File: config.mk
export PLATFORM = sky130hd
export DESIGN_NAME = cpu_trace_buffer
export DESIGN_NICKNAME = d
export VERILOG_FILES = /design/src/rtl/cpu_trace_pkg.sv /design/src/rtl/trace_ram.sv /design/src/rtl/cpu_trace_buffer.sv
export SDC_FILE = /design/constraint.sdc
export NUM_CORES = 1
export LEC_CHECK = 0
export CORE_UTILIZATION = 30
export CTS_CLUSTER_SIZE = 40
export DETAILED_ROUTE_END_ITERATION = 12
export DONT_BUFFER_PORTS = 1
export GPL_ROUTABILITY_DRIVEN = 0
export PLACE_DENSITY_LB_ADDON = 0.08
export SYNTH_ARGS = -nofsm -noshare
export SYNTH_HDL_FRONTEND = slang
export SYNTH_SLANG_ARGS = --single-unit
File: constraint.sdc
create_clock -name clk -period 17.1 [get_ports clk]
set_clock_uncertainty 0.15 [all_clocks]
set_input_delay 3.42 -clock clk [delete_from_list [all_inputs] [get_ports clk]]
set_output_delay 3.42 -clock clk [all_outputs]
set_load 0.01 [all_outputs]
File: src/rtl/cpu_trace_pkg.sv
// Shared types for the CPU trace buffer. Defining TRACE_REGFILE_EN adds the
// r1/r31 register snapshots to every trace entry.
package cpu_trace_pkg;

    typedef enum logic [1:0] {
        ST_IDLE  = 2'd0,
        ST_ARMED = 2'd1,
        ST_POST  = 2'd2,
        ST_DRAIN = 2'd3
    } state_t;

    typedef struct packed {
        logic [31:0] pc;
        logic [31:0] inst;
        logic [31:0] alu;
        logic        zero;
`ifdef TRACE_REGFILE_EN
        logic [31:0] r1;
        logic [31:0] r31;
`endif
    } trace_entry_t;

`ifdef TRACE_REGFILE_EN
    localparam int ENTRY_W = 161;
`else
    localparam int ENTRY_W = 97;
`endif

endpackage

File: src/rtl/trace_ram.sv
// Trace storage: DEPTH x ENTRY_W register array, synchronous write and
// asynchronous read so the drain port can present buffer[rd_ptr] directly.
module trace_ram
    import cpu_trace_pkg::*;
#(
    parameter int DEPTH = 8,
    parameter int AW    = 3
) (
    input  logic               clk,
    input  logic               we,
    input  logic [AW-1:0]      waddr,
    input  logic [ENTRY_W-1:0] wdata,
    input  logic [AW-1:0]      raddr,
    output logic [ENTRY_W-1:0] rdata
);

    logic [ENTRY_W-1:0] mem_q [DEPTH];

    always_ff @(posedge clk) begin
        if (we) begin
            mem_q[waddr] <= wdata;
        end
    end

    assign rdata = mem_q[raddr];

endmodule

File: src/rtl/cpu_trace_buffer.sv
// Circular trace capture of CPU commit signals, stopped by a PC trigger and
// drained oldest-first over valid/ready. TRACE_REGFILE_EN adds r1/r31 fields.
module cpu_trace_buffer
    import cpu_trace_pkg::*;
#(
    parameter int DEPTH    = 8,
    parameter int AW       = 3,
    parameter int POST_CNT = 3
) (
    input  logic          clk,
    input  logic          rst,
    input  logic          arm,
    input  logic          cap_en,
    input  logic [31:0]   trig_pc,
    input  logic [31:0]   pc_in,
    input  logic [31:0]   inst_in,
    input  logic [31:0]   alu_in,
    input  logic          zero_in,
`ifdef TRACE_REGFILE_EN
    input  logic [31:0]   r1_in,
    input  logic [31:0]   r31_in,
    output logic [31:0]   rd_r1,
    output logic [31:0]   rd_r31,
`endif
    output logic          rd_valid,
    input  logic          rd_ready,
    output logic [31:0]   rd_pc,
    output logic [31:0]   rd_inst,
    output logic [31:0]   rd_alu,
    output logic          rd_zero,
    output logic          rd_last,
    output logic [1:0]    state_o,
    output logic [AW:0]   count_o
);

    localparam logic [AW:0] FULL    = (AW+1)'(DEPTH);
    localparam logic [AW:0] CNT_ONE = (AW+1)'(1);

    state_t        state_q, state_d;
    logic [AW-1:0] wr_ptr_q, wr_ptr_d;
    logic [AW-1:0] rd_ptr_q, rd_ptr_d;
    logic [AW-1:0] post_q, post_d;
    logic [AW:0]   count_q, count_d;
    logic [AW:0]   remaining_q, remaining_d;
    logic          wr_en;
    logic          to_drain;
    trace_entry_t  wr_entry;
    trace_entry_t  rd_entry;

    always_comb begin
        wr_entry.pc   = pc_in;
        wr_entry.inst = inst_in;
        wr_entry.alu  = alu_in;
        wr_entry.zero = zero_in;
`ifdef TRACE_REGFILE_EN
        wr_entry.r1   = r1_in;
        wr_entry.r31  = r31_in;
`endif
    end

    trace_ram #(
        .DEPTH (DEPTH),
        .AW    (AW)
    ) u_ram (
        .clk   (clk),
        .we    (wr_en),
        .waddr (wr_ptr_q),
        .wdata (wr_entry),
        .raddr (rd_ptr_q),
        .rdata (rd_entry)
    );

    always_comb begin
        state_d     = state_q;
        wr_ptr_d    = wr_ptr_q;
        rd_ptr_d    = rd_ptr_q;
        post_d      = post_q;
        count_d     = count_q;
        remaining_d = remaining_q;
        wr_en       = 1'b0;
        to_drain    = 1'b0;
        case (state_q)
            ST_IDLE: begin
                if (arm) begin
                    state_d  = ST_ARMED;
                    wr_ptr_d = '0;
                    count_d  = '0;
                end
            end
            ST_ARMED: begin
                if (cap_en) begin
                    wr_en    = 1'b1;
                    wr_ptr_d = wr_ptr_q + AW'(1);
                    if (count_q != FULL) count_d = count_q + CNT_ONE;
                    if (pc_in == trig_pc) begin
                        if (POST_CNT == 1) begin
                            to_drain = 1'b1;
                        end else begin
                            post_d  = AW'(POST_CNT - 1);
                            state_d = ST_POST;
                        end
                    end
                end
            end
            ST_POST: begin
                if (cap_en) begin
                    wr_en    = 1'b1;
                    wr_ptr_d = wr_ptr_q + AW'(1);
                    if (count_q != FULL) count_d = count_q + CNT_ONE;
                    post_d = post_q - AW'(1);
                    if (post_q == AW'(1)) to_drain = 1'b1;
                end
            end
            ST_DRAIN: begin
                if (rd_valid && rd_ready) begin
                    rd_ptr_d    = rd_ptr_q + AW'(1);
                    remaining_d = remaining_q - CNT_ONE;
                    if (remaining_q == CNT_ONE) state_d = ST_IDLE;
                end
            end
            default: state_d = ST_IDLE;
        endcase
        // Once the buffer has wrapped, the slot about to be overwritten is the oldest.
        if (to_drain) begin
            state_d     = ST_DRAIN;
            remaining_d = count_d;
            rd_ptr_d    = (count_d == FULL) ? wr_ptr_d : '0;
        end
    end

    always_ff @(posedge clk or posedge rst) begin
        if (rst) begin
            state_q     <= ST_IDLE;
            wr_ptr_q    <= '0;
            rd_ptr_q    <= '0;
            post_q      <= '0;
            count_q     <= '0;
            remaining_q <= '0;
        end else begin
            state_q     <= state_d;
            wr_ptr_q    <= wr_ptr_d;
            rd_ptr_q    <= rd_ptr_d;
            post_q      <= post_d;
            count_q     <= count_d;
            remaining_q <= remaining_d;
        end
    end

    // Data is gated by rd_valid so the port reads zero whenever nothing is presented.
    assign rd_valid = (state_q == ST_DRAIN) && (remaining_q != '0);
    assign rd_last  = rd_valid && (remaining_q == CNT_ONE);
    assign rd_pc    = rd_valid ? rd_entry.pc   : 32'd0;
    assign rd_inst  = rd_valid ? rd_entry.inst : 32'd0;
    assign rd_alu   = rd_valid ? rd_entry.alu  : 32'd0;
    assign rd_zero  = rd_valid ? rd_entry.zero : 1'b0;
`ifdef TRACE_REGFILE_EN
    assign rd_r1    = rd_valid ? rd_entry.r1   : 32'd0;
    assign rd_r31   = rd_valid ? rd_entry.r31  : 32'd0;
`endif
    assign state_o  = state_q;
    assign count_o  = count_q;

endmodule

* Word-level counts from Yosys, hierarchy flattened
Memories as Yosys holds them, arrays and structs flattened.
Index checks and enable logic that the tools add are counted.
** Storage, ports and cells
- Bits in registers :: 19
- RAM bits :: 776
- Input port bits :: 134
- Output and inout bits :: 105
- Memories kept :: 1
** Memory list
- u_ram.mem_q :: words 8, width 97, rd ports 1, clocked after Yosys merged registers in 0, write ports 1, line trace_ram.sv:17 : logic [ENTRY_W-1:0] mem_q [DEPTH];
** Cells by class
- Add/subtract/negate cells :: 5
- Equal/unequal tests :: 16
- Mux-type cells :: 36
- Reduce and logical (&&, ||, !) cells :: 13
** Operators by type and width (number)
- $mux W32 :: 3
- $eq A32 B32 Y1 :: 1
- $mux W3 :: 9
- $mux W4 :: 6
- $ne A3 B3 Y1 const B :: 5
- $mux W2 :: 6
- $pmux W3 S2 :: 2
- $mux W1 :: 8
- $pmux W4 S2 :: 1
- $reduce_bool A4 Y1 :: 2
- $add A3 B1 Y3 const B :: 2
- $ne A2 B2 Y1 const B :: 3
- $pmux W2 S3 :: 1
- $reduce_and A6 Y1 :: 1
- $reduce_bool A2 Y1 :: 3
- $add A4 B1 Y4 const B :: 1
- $eq A2 B2 Y1 const B :: 2
- $eq A4 B1 Y1 const B :: 1
- $eq A4 B4 Y1 const B :: 1
- $ne A4 B4 Y1 const B :: 1
- $reduce_and A4 Y1 :: 1
- $sub A4 B1 Y4 const B :: 1
- $eq A3 B1 Y1 const B :: 1
- $logic_and A1 B1 Y1 :: 3
- 5 further kinds :: 5

* Longest topological paths before layout
- Depth in word-level cells :: 7
- Gate-level depth with buffers :: 9

* Cells and area by module
Synthesis repeated with hierarchy kept, for this count alone.
** Unflattened totals
- Cell total of the unflattened synthesis :: 1427
- Area total of the unflattened synthesis :: 31483.9 µm²
** Modules (own cells, without submodules)
- trace_ram :: instances 1, cells each 1135, area each 29180.5 µm², seq. area each 23302.3 µm²
- cpu_trace_buffer :: instances 1, cells each 292, area each 2303.5 µm², seq. area each 475.5 µm²

* Worst setup path after synthesis
OpenSTA, ideal clock, no wires.
- Kind :: input to register
- Start :: input port cap_en
- End :: memory u_ram.mem_q[1][0] (enable)
- Data arrival time :: 10.480 ns
- Required time :: 16.278 ns
- Slack :: 5.798 ns
- Stages :: 4
- Cells stage by stage :: buf_2 -> buf_2 -> nand2_1 -> nor3_1
** On the way
- Longest elaborated chain between the ends :: 4
** Ends and longest elaborated chain
- from (decl) :: line cpu_trace_buffer.sv:13 : input logic cap_en,
- $mux W1 :: line cpu_trace_buffer.sv:91, cpu_trace_buffer.sv:106
- $mux W1
- $mux W1 :: line trace_ram.sv:20 : if (we) begin
- $mux W1 (not written as such) :: line trace_ram.sv:21 : mem_q[waddr] <= wdata;
- to (decl) :: line trace_ram.sv:17
No other way between the ends.

* Final worst setup path
- Start :: register rd_ptr_q[0]
- End :: output port rd_alu[26]
** On the way
- Longest elaborated chain between the ends :: 2
** Ends and longest elaborated chain
- from (decl) :: line cpu_trace_buffer.sv:41 : logic [AW-1:0] rd_ptr_q, rd_ptr_d;
- from (signal assigned) :: line cpu_trace_buffer.sv:142 : rd_ptr_q <= rd_ptr_d;
- $mem_v2 Z8 W97
- $mux W32 :: line cpu_trace_buffer.sv:154 : assign rd_alu = rd_valid ? rd_entry.alu : 32'd0;
- to (decl) :: line cpu_trace_buffer.sv:29 : output logic [31:0] rd_alu,
No other way between the ends.

==> flow_summary.toml <==
[floorplanning]
die_area_mm2 = 0.104
core_mm2 = 0.102
start_util_pct = 30.3
ioPinCount = 239
die_y_um = 323
die-width_um = 323
rows = 117

[clock_network]
cts.hold.buffers_added = 0
post_cts_resized = 0
root_buffer = "clkbuf_16"
cts_max_path_buffers = 3
clk_pin_slew_worst_paths_ps = 60
insertion_delay_ps = 650
post-cts-setup-buffers = 0
cts_tree = "done"
cts_sinks = 795
cts_buffers = 91
cts_htree_levels = 3

[timing]
fmax_ghz = 0.126
fin_ws_ps = 9180
fin_crit_sh_pct = 46.3
setup_viol = 0
whs_ps = 420
relSlewSlack_pct = 31.5
finalHoldViolCount = 0
drv_slew = 0
rsz0062_at_grt = "false"
tns_ps = 0
worstMarginPinSlew_ps = 1030
period_needed_ps = 7920

[logic_synthesis]
netlist_area_mm2 = 0.0309
synth_common_cells = "edfxtp_1, mux4_2, nor2_1, mux2i_1, xor2_1"
synth_cell_types = 46
synth-main-ff-cell = "edfxtp_1"
synth_area_leaders = "edfxtp_1, mux4_2, mux2i_1, dfrtp_1, nor2_1"
ys_warn_count = 0
ys_seq_elements = 795
yosysTopAreaCell = "edfxtp_1"
synthCells = 1417
avgSynthCellArea_um2 = 21.8
synth_most_common_cell = "edfxtp_1"
synth_fp_nets = 1563
synth-async-reset-ratio_pct = 2.39
synth_seq_area_share_pct = 76.9
synth_top_area_share_pct = 75.3
synth_edf_count = 776

[worst_setup_path]
reg2reg_slack_ps = 13210
crit_chain = "buf_4 -> buf_4 -> mux4_2 -> mux2i_1 -> nor2_1"
crit_path_max_incr_delay_ps = 1010
startpoint_type = "flop"
required_ps = 13530
r2r-start = "state_o[0]"
worstSetupPathType = "flop to output pin"
crit_arrival_ps = 4350
cp_common_cell = "buf_4"
reg2regPathDepth = 7
worstPathMaxFanout = 43
worstReg2RegEnd = "rd_ptr_q[1]"
worst_setup_path_end_kind = "output pin"
cp_slowest_cell = "dfrtp_4"

[power_and_ir_drop]
vdd_drop_max_mv = 0.0645
powerDensity_mw_per_mm2 = 129
leakage_nw = 10.7

[layout]
drive_gt1_share_pct = 23.9
area_growth_pct = 15.0
diodes = 0
nets = 1618

[grt]
grt_max_degree = 98
grt_usage_pct = 15.0
antenna_found_initial = 0
grt_pass1_wl_um = 111000
grt-ovfl-total = 0
grt_pass1_vias = 15400

[detailed_routing]
drt_wl_total_um = 77300
wire_per_inst_um = 26.5
vias = 13900
drc = 0
drt_iter0_drc = 920
final_antenna_net_count = 0
routed_via_density = 4.77
drt-pass1-iter-count = 5

[min_path]
hold_end = "post_q[2]"
worstHoldPathType = "flop to flop"
hp-start = "post_q[2]"
hold_depth = 1

[placed_design]
place_ws_ps = 9550
hpwl_um = 41500
io_buffers = 0

[run]
drv_cap = 0

[run_status]
status = "complete, no violations"
[worst max-delay path, delay by kind of cell (launching register included)]
| kind | cells | cell delay [ps] |
|---|---|---|
| DFF | 1 | 1010 |
| muxes | 2 | 810 |
| buffers and inverters | 2 | 1640 |
| and+or+nand+nor | 1 | 120 |
[cell families (layout without fill, tap and decap cells)]
logic type / after synthesis / count (layout) / synth area share, %
AO/OA/AOI/OAI: 30 / 30 / 0.655
XOR/XNOR: 37 / 37 / 1.05
adder cells (fa/ha/maj): 12 / 12 / 0.485
buffers and inverters: 82 / 211 / 1.16
flip-flops: 795 / 795 / 76.9
multiplexers: 295 / 295 / 17.4
AND/OR/NAND/NOR: 166 / 166 / 2.36
[per-layer routing]
metal  global-route usage (%)  wire [um]  vias up
met5                        0          0        -
met4                     4.64       1600        0
met3                     3.69       4060      100
met2                     25.2      38700      285
met1                     18.9      33000     7543
li1                         -          -     5965
[area by class of cell]
cell class                 count  area (um^2)
multi-input combinational    540         6840
fill                        9517        66500
inverter                      12         45.0
timing repair buffer          32          253
sequential                   795        23800
clock inverter                56          546
clock buffer                 111         2390
tap                         1368         1710
[state kept, by name (all words and copies together), names as in the netlist]
signal	flops
u_ram.mem_q	776
state_o	2
wr_ptr_q	3
rd_ptr_q	3
remaining_q	4
post_q	3
count_o	4
[how the worst max path moves through the flow]
stage,start,to,slack (ps)
after floorplan,cap_en,u_ram.mem_q[1][0],5800
after global placement,rd_ptr_q[0],rd_inst[31],9600
after detailed placement,rd_ptr_q[0],rd_inst[31],9550
after CTS,rd_ptr_q[0],rd_inst[31],8810
after global routing,rd_ptr_q[0],rd_inst[31],8670
final,rd_ptr_q[0],rd_alu[26],9180
[placed cells by master (no fill, tap or decap), types with 3 or more instances in the layout]
cell,Yosys,layout
o21ai_0,9,9
nor3_2,0,8
clkinv_2,0,12
a22o_1,5,5
edfxtp_1,776,776
inv_6,0,4
dfrtp_4,0,3
xnor2_1,4,4
nand2b_1,4,4
nor2_1,110,110
nor4_1,9,9
clkbuf_16,0,93
mux4_2,194,194
nand3_1,5,5
bufinv_16,0,10
inv_1,11,11
buf_4,2,31
a21oi_1,4,4
nand2_1,13,13
clkinv_1,0,25
xor2_1,33,33
dfrtp_1,19,16
clkbuf_1,20,18
mux2i_1,99,99
nand3b_1,3,3
ha_1,12,12
nand4_1,3,3
[power breakdown]
group          internal, mW  switching (mW)  total, mW
clock                  1.14           0.770       1.91
combinational        0.0827           0.198      0.281
sequential             2.34          0.0494       2.39
[through the flow]
stage / cell area, um^2 / cells / util, % / total power, mW
floorplan: 30900 / 1417 / - / 2.62
global placement: 32600 / 2747 / 32.0 / 2.73
detailed placement: 32600 / 2747 / 32.0 / 2.73
CTS: 35600 / 2914 / 34.9 / 4.68
global route: 35600 / 2914 / 34.9 / 4.76
finish: 35600 / 2914 / 34.9 / 4.59
Power figures use the tool's default switching activity.
